File: src/rtl/mmio_io_responder_if.sv
// Processor data-bus port for the MMIO responder: word address, store data,
// load/store strobes and the registered load return.
interface mmio_io_responder_if;
  logic [15:0] addr;
  logic [15:0] wdata;
  logic        we;
  logic        re;
  logic [15:0] rdata;
  logic        rdata_vld;

  modport master (
    output addr, wdata, we, re,
    input  rdata, rdata_vld
  );

  modport slave (
    input  addr, wdata, we, re,
    output rdata, rdata_vld
  );
endinterface

File: src/rtl/mmio_io_responder.sv
// MMIO responder at BASE_ADDR: LED register, synchronized and debounced switch
// input, sticky change flag with interrupt enable, and a 16-bit change counter.
module mmio_io_responder #(
  parameter logic [15:0] BASE_ADDR       = 16'hC000,
  parameter int          NUM_SW          = 10,
  parameter int          DEBOUNCE_CYCLES = 4
) (
  input  logic                clk,
  input  logic                rst,
  mmio_io_responder_if.slave  bus,
  input  logic [NUM_SW-1:0]   SW_in,
  output logic [NUM_SW-1:0]   LEDR_out,
  output logic                irq
);

  typedef enum logic [1:0] {
    REG_LED    = 2'd0,
    REG_SW     = 2'd1,
    REG_STATUS = 2'd2,
    REG_CHGCNT = 2'd3
  } reg_sel_e;

  localparam logic [15:0] DB_LAST = 16'(DEBOUNCE_CYCLES - 1);

  logic [NUM_SW-1:0] led_reg;
  logic [NUM_SW-1:0] sync_meta;
  logic [NUM_SW-1:0] sw_sync;
  logic [NUM_SW-1:0] candidate;
  logic [NUM_SW-1:0] debounced;
  logic [15:0]       db_cnt;
  logic              chg_flag;
  logic              ie;
  logic [15:0]       chg_cnt;

  logic [15:0] offset;
  logic        hit;
  reg_sel_e    reg_sel;
  logic        rd_hit;
  logic        wr_hit;
  logic        chg_event;
  logic [15:0] rd_mux;
  logic        wdata_unused;

  // Subtraction wraps, so a single unsigned compare covers both range ends.
  assign offset  = bus.addr - BASE_ADDR;
  assign hit     = (offset < 16'd4);
  assign reg_sel = reg_sel_e'(offset[1:0]);
  assign rd_hit  = bus.re & hit;
  assign wr_hit  = bus.we & hit;

  assign wdata_unused = &{1'b0, bus.wdata};

  // The debounced value moves on this edge, and only to a different value.
  assign chg_event = (sw_sync == candidate) && (candidate != debounced) &&
                     (db_cnt == DB_LAST);

  // NOTE: sequential state uses non-blocking assignments so every flop samples
  // pre-edge values regardless of statement order.
  always_ff @(posedge clk or posedge rst) begin
    if (rst) begin
      sync_meta <= '0;
      sw_sync   <= '0;
      candidate <= '0;
      debounced <= '0;
      db_cnt    <= '0;
    end else begin
      sync_meta <= SW_in;
      sw_sync   <= sync_meta;
      if (sw_sync != candidate) begin
        candidate <= sw_sync;
        db_cnt    <= '0;
      end else if (candidate != debounced) begin
        if (db_cnt == DB_LAST) begin
          debounced <= candidate;
          db_cnt    <= '0;
        end else begin
          db_cnt <= db_cnt + 16'd1;
        end
      end
    end
  end

  // NOTE: every combinational output gets a default first so no latch is inferred.
  always_comb begin
    rd_mux = '0;
    unique case (reg_sel)
      REG_LED:    rd_mux[NUM_SW-1:0] = led_reg;
      REG_SW:     rd_mux[NUM_SW-1:0] = debounced;
      REG_STATUS: rd_mux[1:0]        = {ie, chg_flag};
      REG_CHGCNT: rd_mux             = chg_cnt;
      default:    rd_mux             = '0;
    endcase
  end

  always_ff @(posedge clk or posedge rst) begin
    if (rst) begin
      led_reg   <= '0;
      chg_flag  <= 1'b0;
      ie        <= 1'b0;
      chg_cnt   <= '0;
      bus.rdata <= '0;
      bus.rdata_vld <= 1'b0;
    end else begin
      if (wr_hit && reg_sel == REG_LED) led_reg <= bus.wdata[NUM_SW-1:0];
      if (wr_hit && reg_sel == REG_STATUS) ie <= bus.wdata[1];

      // A new change outranks the clear-on-read of STATUS.
      if (chg_event) chg_flag <= 1'b1;
      else if (rd_hit && reg_sel == REG_STATUS) chg_flag <= 1'b0;

      // Clear-then-count: a CHGCNT write on a change edge leaves 1.
      if (wr_hit && reg_sel == REG_CHGCNT) chg_cnt <= {15'd0, chg_event};
      else if (chg_event) chg_cnt <= chg_cnt + 16'd1;

      bus.rdata_vld <= rd_hit;
      bus.rdata     <= rd_hit ? rd_mux : 16'd0;
    end
  end

  assign LEDR_out = led_reg;
  assign irq      = chg_flag & ie;

endmodule

File: src/flat_wrapper.sv
// flat-port wrapper written by rule: the top's interface ports become plain ports
module mmio_io_responder_flat 
#(
  parameter logic [15:0] BASE_ADDR       = 16'hC000,
  parameter int          NUM_SW          = 10,
  parameter int          DEBOUNCE_CYCLES = 4
)
  (clk, rst, SW_in, LEDR_out, irq, bus_addr, bus_wdata, bus_we, bus_re, bus_rdata, bus_rdata_vld);
  mmio_io_responder_if bus_i ();
  input  logic clk;
  input  logic rst;
  input  logic [NUM_SW-1:0] SW_in;
  output logic [NUM_SW-1:0] LEDR_out;
  output logic irq;
  input wire logic [$bits(bus_i.addr)-1:0] bus_addr;
  input wire logic [$bits(bus_i.wdata)-1:0] bus_wdata;
  input wire logic [$bits(bus_i.we)-1:0] bus_we;
  input wire logic [$bits(bus_i.re)-1:0] bus_re;
  output wire logic [$bits(bus_i.rdata)-1:0] bus_rdata;
  output wire logic [$bits(bus_i.rdata_vld)-1:0] bus_rdata_vld;
  assign bus_i.addr = bus_addr;
  assign bus_i.wdata = bus_wdata;
  assign bus_i.we = bus_we;
  assign bus_i.re = bus_re;
  assign bus_rdata = bus_i.rdata;
  assign bus_rdata_vld = bus_i.rdata_vld;
  mmio_io_responder #(.BASE_ADDR(BASE_ADDR), .NUM_SW(NUM_SW), .DEBOUNCE_CYCLES(DEBOUNCE_CYCLES)) u_core (.clk(clk), .rst(rst), .bus(bus_i), .SW_in(SW_in), .LEDR_out(LEDR_out), .irq(irq));
endmodule
File: config.mk
export PLATFORM = sky130hd
export DESIGN_NAME = mmio_io_responder_flat
export DESIGN_NICKNAME = d
export VERILOG_FILES = /design/src/rtl/mmio_io_responder_if.sv /design/src/rtl/mmio_io_responder.sv /design/src/flat_wrapper.sv
export SDC_FILE = /design/constraint.sdc
export NUM_CORES = 1
export LEC_CHECK = 0
export CAP_MARGIN = 20
export CORE_UTILIZATION = 50
export CTS_BUF_LIST = sky130_fd_sc_hd__clkbuf_8
export CTS_CLUSTER_SIZE = 16
export DETAILED_ROUTE_END_ITERATION = 10
export DONT_BUFFER_PORTS = 1
export PLACE_DENSITY = 0.64
export RECOVER_POWER = 25
export SETUP_SLACK_MARGIN = 0.5
export SLEW_MARGIN = 5
export SYNTH_ARGS = -nofsm -noshare
export SYNTH_HDL_FRONTEND = slang
export SYNTH_SLANG_ARGS = --single-unit
File: constraint.sdc
create_clock -name clk -period 2.8 [get_ports clk]
set_input_delay 0.28 -clock clk [delete_from_list [all_inputs] [get_ports clk]]
set_output_delay 0.28 -clock clk [all_outputs]
set_load 0.02 [all_outputs]
==> results.toml <==
[outcome]
status = "finished, final reports clean"

[pwr]
p_leak_nw = 2.35
ir_worst_vdd_uv = 364
p_per_area_nw_per_um2 = 500

[logic_synthesis]
postSynthCellCount = 383
yosys-top-cells-area = "dfrtp_1 (58%), xor2_1 (3.8%), mux2_2 (3.1%)"
syn_area_per_cell_um2 = 11.4
synth_edf_count = 0
ys_seq_area_share_pct = 57.8
synth.top_cell.area_share_pct = 57.8
async_flop_share_pct = 100
syn_nets = 431
yosysWarnings = 0
yosys.area.top_type = "dfrtp_1"
syn_area_um2 = 4370
synth-main-ff-cell = "dfrtp_1"
ys_ff_latch = 101
synthDistinctLibCells = 40

[route]
drc = 0
drt_iter0_markers = 89
wl_per_cell_um = 16.2
vias = 2967
routed_wl_um = 8350
dr.pass1.iters = 4
avgViaCountPerCell = 5.76
ant_nets = 0

[die]
start_util_pct = 52.4
num_rows = 33
die_area_um2 = 9120
core_area_um2 = 8340
ioPinCount = 74
dieHeight_um = 95.5
die_w_um = 95.5

[worst_setup_path]
worst-path-stages = 7
cpPeakStageDelay_ns = 0.50
critPathRequiredTime_ns = 3.10
worst_ep_arrival_time_ns = 2.63
startpoint_type = "flip-flop"
path_buf_inv = 1
path_cells = "xor2_2 > nor4_2 > nand4_1 > buf_4 > or3b_4 > or4_1 > o21ai_1"
path_delay_family = "simple AND/OR/NAND/NOR gates"
reg2reg_depth = 7
cp_slowest_cell = "or4_1"
critical_path.max_fanout = 6
cp-end-kind = "flip-flop"
crit_type = "reg -> reg"

[clock_tree]
cts-htree-levels = 3
cts_made_buffers = 9
clkLatencyLatePin_ns = 0.37
clk_root_buffer_cell = "clkbuf_8"
clock-sinks = 101
cts_tree = "yes"
clk_pin_slew_ns = 0.11
clockBufferDepth = 2

[placed_design]
io_buffer_count = 0
gp_congestion = 0.755
dp_hpwl_um = 5560

[finish]
layout-drive-gt1-share_pct = 18.3
final_nets = 453
final_common_cell = "dfrtp_1"
multi_input_area_um2 = 1800
n_fill_cell = 675
post-route-util_pct = 59.9
final_cell_mix = "dfrtp_1 (101), nor2_1 (33), nand2_1 (25)"
n_antenna_cell = 0
regArea_um2 = 2530
syn2layout_area_growth_pct = 14.2

[global_routing]
overflow = 0
antenna_found_initial = 0
grt_pass1_vias = 2805
grtUsageTotal_pct = 19.9
grt_pass1_wl_um = 13700
grt_max_degree = 50

[sta]
setup_viol = 0
fin_tns_setup_ns = 0
min_period_over_period_pct = 83.2
fmaxAchievable_mhz = 429
hold_violations = 0
rsz0062_at_grt = "true"
holdWs_ns = 0.0368
skew_ns = 0.0139
worst_slew_pin_slew_ns = 0.641
slew_headroom_pct = 57.2
maxSlewViolCount = 0
min_period_ns = 2.33

[job]
maxCapViolations = 0

[min_path]
hp-class = "in -> reg"
hold_depth = 1
[power by group]
| part | switching, mW | internal, mW | total, mW |
|---|---|---|---|
| Combinational | 0.0515 | 0.0446 | 0.0961 |
| Sequential | 0.0142 | 1.48 | 1.49 |
| Clock | 0.553 | 0.354 | 0.908 |
[worst reg2reg max path, stage by stage, from the launching register on]
cell and delay [ns]:
dfrtp_1 0.42, xor2_2 0.19, nor4_2 0.27, nand4_1 0.18
buf_4 0.20, or3b_4 0.43, or4_1 0.50, o21ai_1 0.08
[state kept, by name, indices dropped and copies added (netlist names)]
signal / count
u_core.bus.rdata: 16
u_core.chg_cnt: 16
u_core.db_cnt: 16
u_core.LEDR_out: 10
u_core.candidate: 10
u_core.debounced: 10
u_core.sw_sync: 10
u_core.sync_meta: 10
u_core.bus.rdata_vld: 1
u_core.chg_flag: 1
u_core.ie: 1
[logic make-up after synthesis]
| kind of cell | Yosys count | synth area share (%) |
|---|---|---|
| adders and majority gates | 2 | 0.572 |
| buffers and inverters | 31 | 3.06 |
| xor gates and xnor gates | 23 | 4.61 |
| muxes | 33 | 8.70 |
| AOI/OAI and AO/OA | 52 | 7.47 |
| and+or+nand+nor | 141 | 17.8 |
| DFF | 101 | 57.8 |
[routing by layer]
metal / global-route usage, % / vias up / part of all wire, %
met5: 0 / - / 0
met4: 6.59 / 0 / 1.8
met3: 6.54 / 14 / 4.3
met2: 31.3 / 62 / 48
met1: 26.0 / 1492 / 46
li1: - / 1399 / -
[stage by stage]
step	power, mW	area, um^2	worst slack [ns]	cells
after floorplan	1.58	4380	0.600	383
after global placement	1.60	4480	0.229	471
after detailed placement	1.60	4480	0.133	471
after CTS	2.53	4910	0.460	511
after global routing	2.59	4990	0.338	515
final	2.50	4990	0.470	515
[cells in the mapped netlist (3+ instances only)]
cell and n:
nand2_1 25, a22o_1 3, and2_1 9, nor2_1 33, mux2_2 12, o21ai_0 14
dfrtp_1 101, nand3_1 13, nand4_1 7, inv_1 5, xor2_1 19, a221o_1 9
or4_1 6, mux2i_1 11, and3_1 15, nor4_1 5, mux2_1 8, a21oi_1 22
and4_1 3, clkbuf_1 21, or3_1 12, xnor2_1 4
[cell type report]
class / instances / share of cell area, %
Multi-Input combinational cell: 253 / 36.1
Tap cell: 105 / 2.63
Timing Repair Buffer: 35 / 6.32
Clock inverter: 7 / 1.48
Clock buffer: 9 / 2.48
Inverter: 5 / 0.401
Sequential cell: 101 / 50.6
[repair_timing]
action / in CTS / in global routing
resized for setup: 6 / 13
endpoints found under the hold margin: 10 / 12
pin swaps: 18 / 13
buffers inserted: 12 / 1
cloned: 2 / 1
hold buffers: 10 / 1
endpoints found under the setup margin: 26 / 36
[final timing paths]
check | start | to | slack [ns]
worst max register to register | u_core.candidate[9] | u_core.chg_cnt[11] | 0.47
max in group asynchronous | rst | u_core.debounced[1] | 1.47
min in group asynchronous | rst | u_core.sync_meta[3] | 0.40
worst min-delay path | bus_wdata[3] | u_core.LEDR_out[3] | 0.04
worst min register to register | u_core.sync_meta[4] | u_core.sw_sync[4] | 0.36
worst max-delay path | u_core.candidate[9] | u_core.chg_cnt[11] | 0.47
Power figures use the tool's default switching activity.
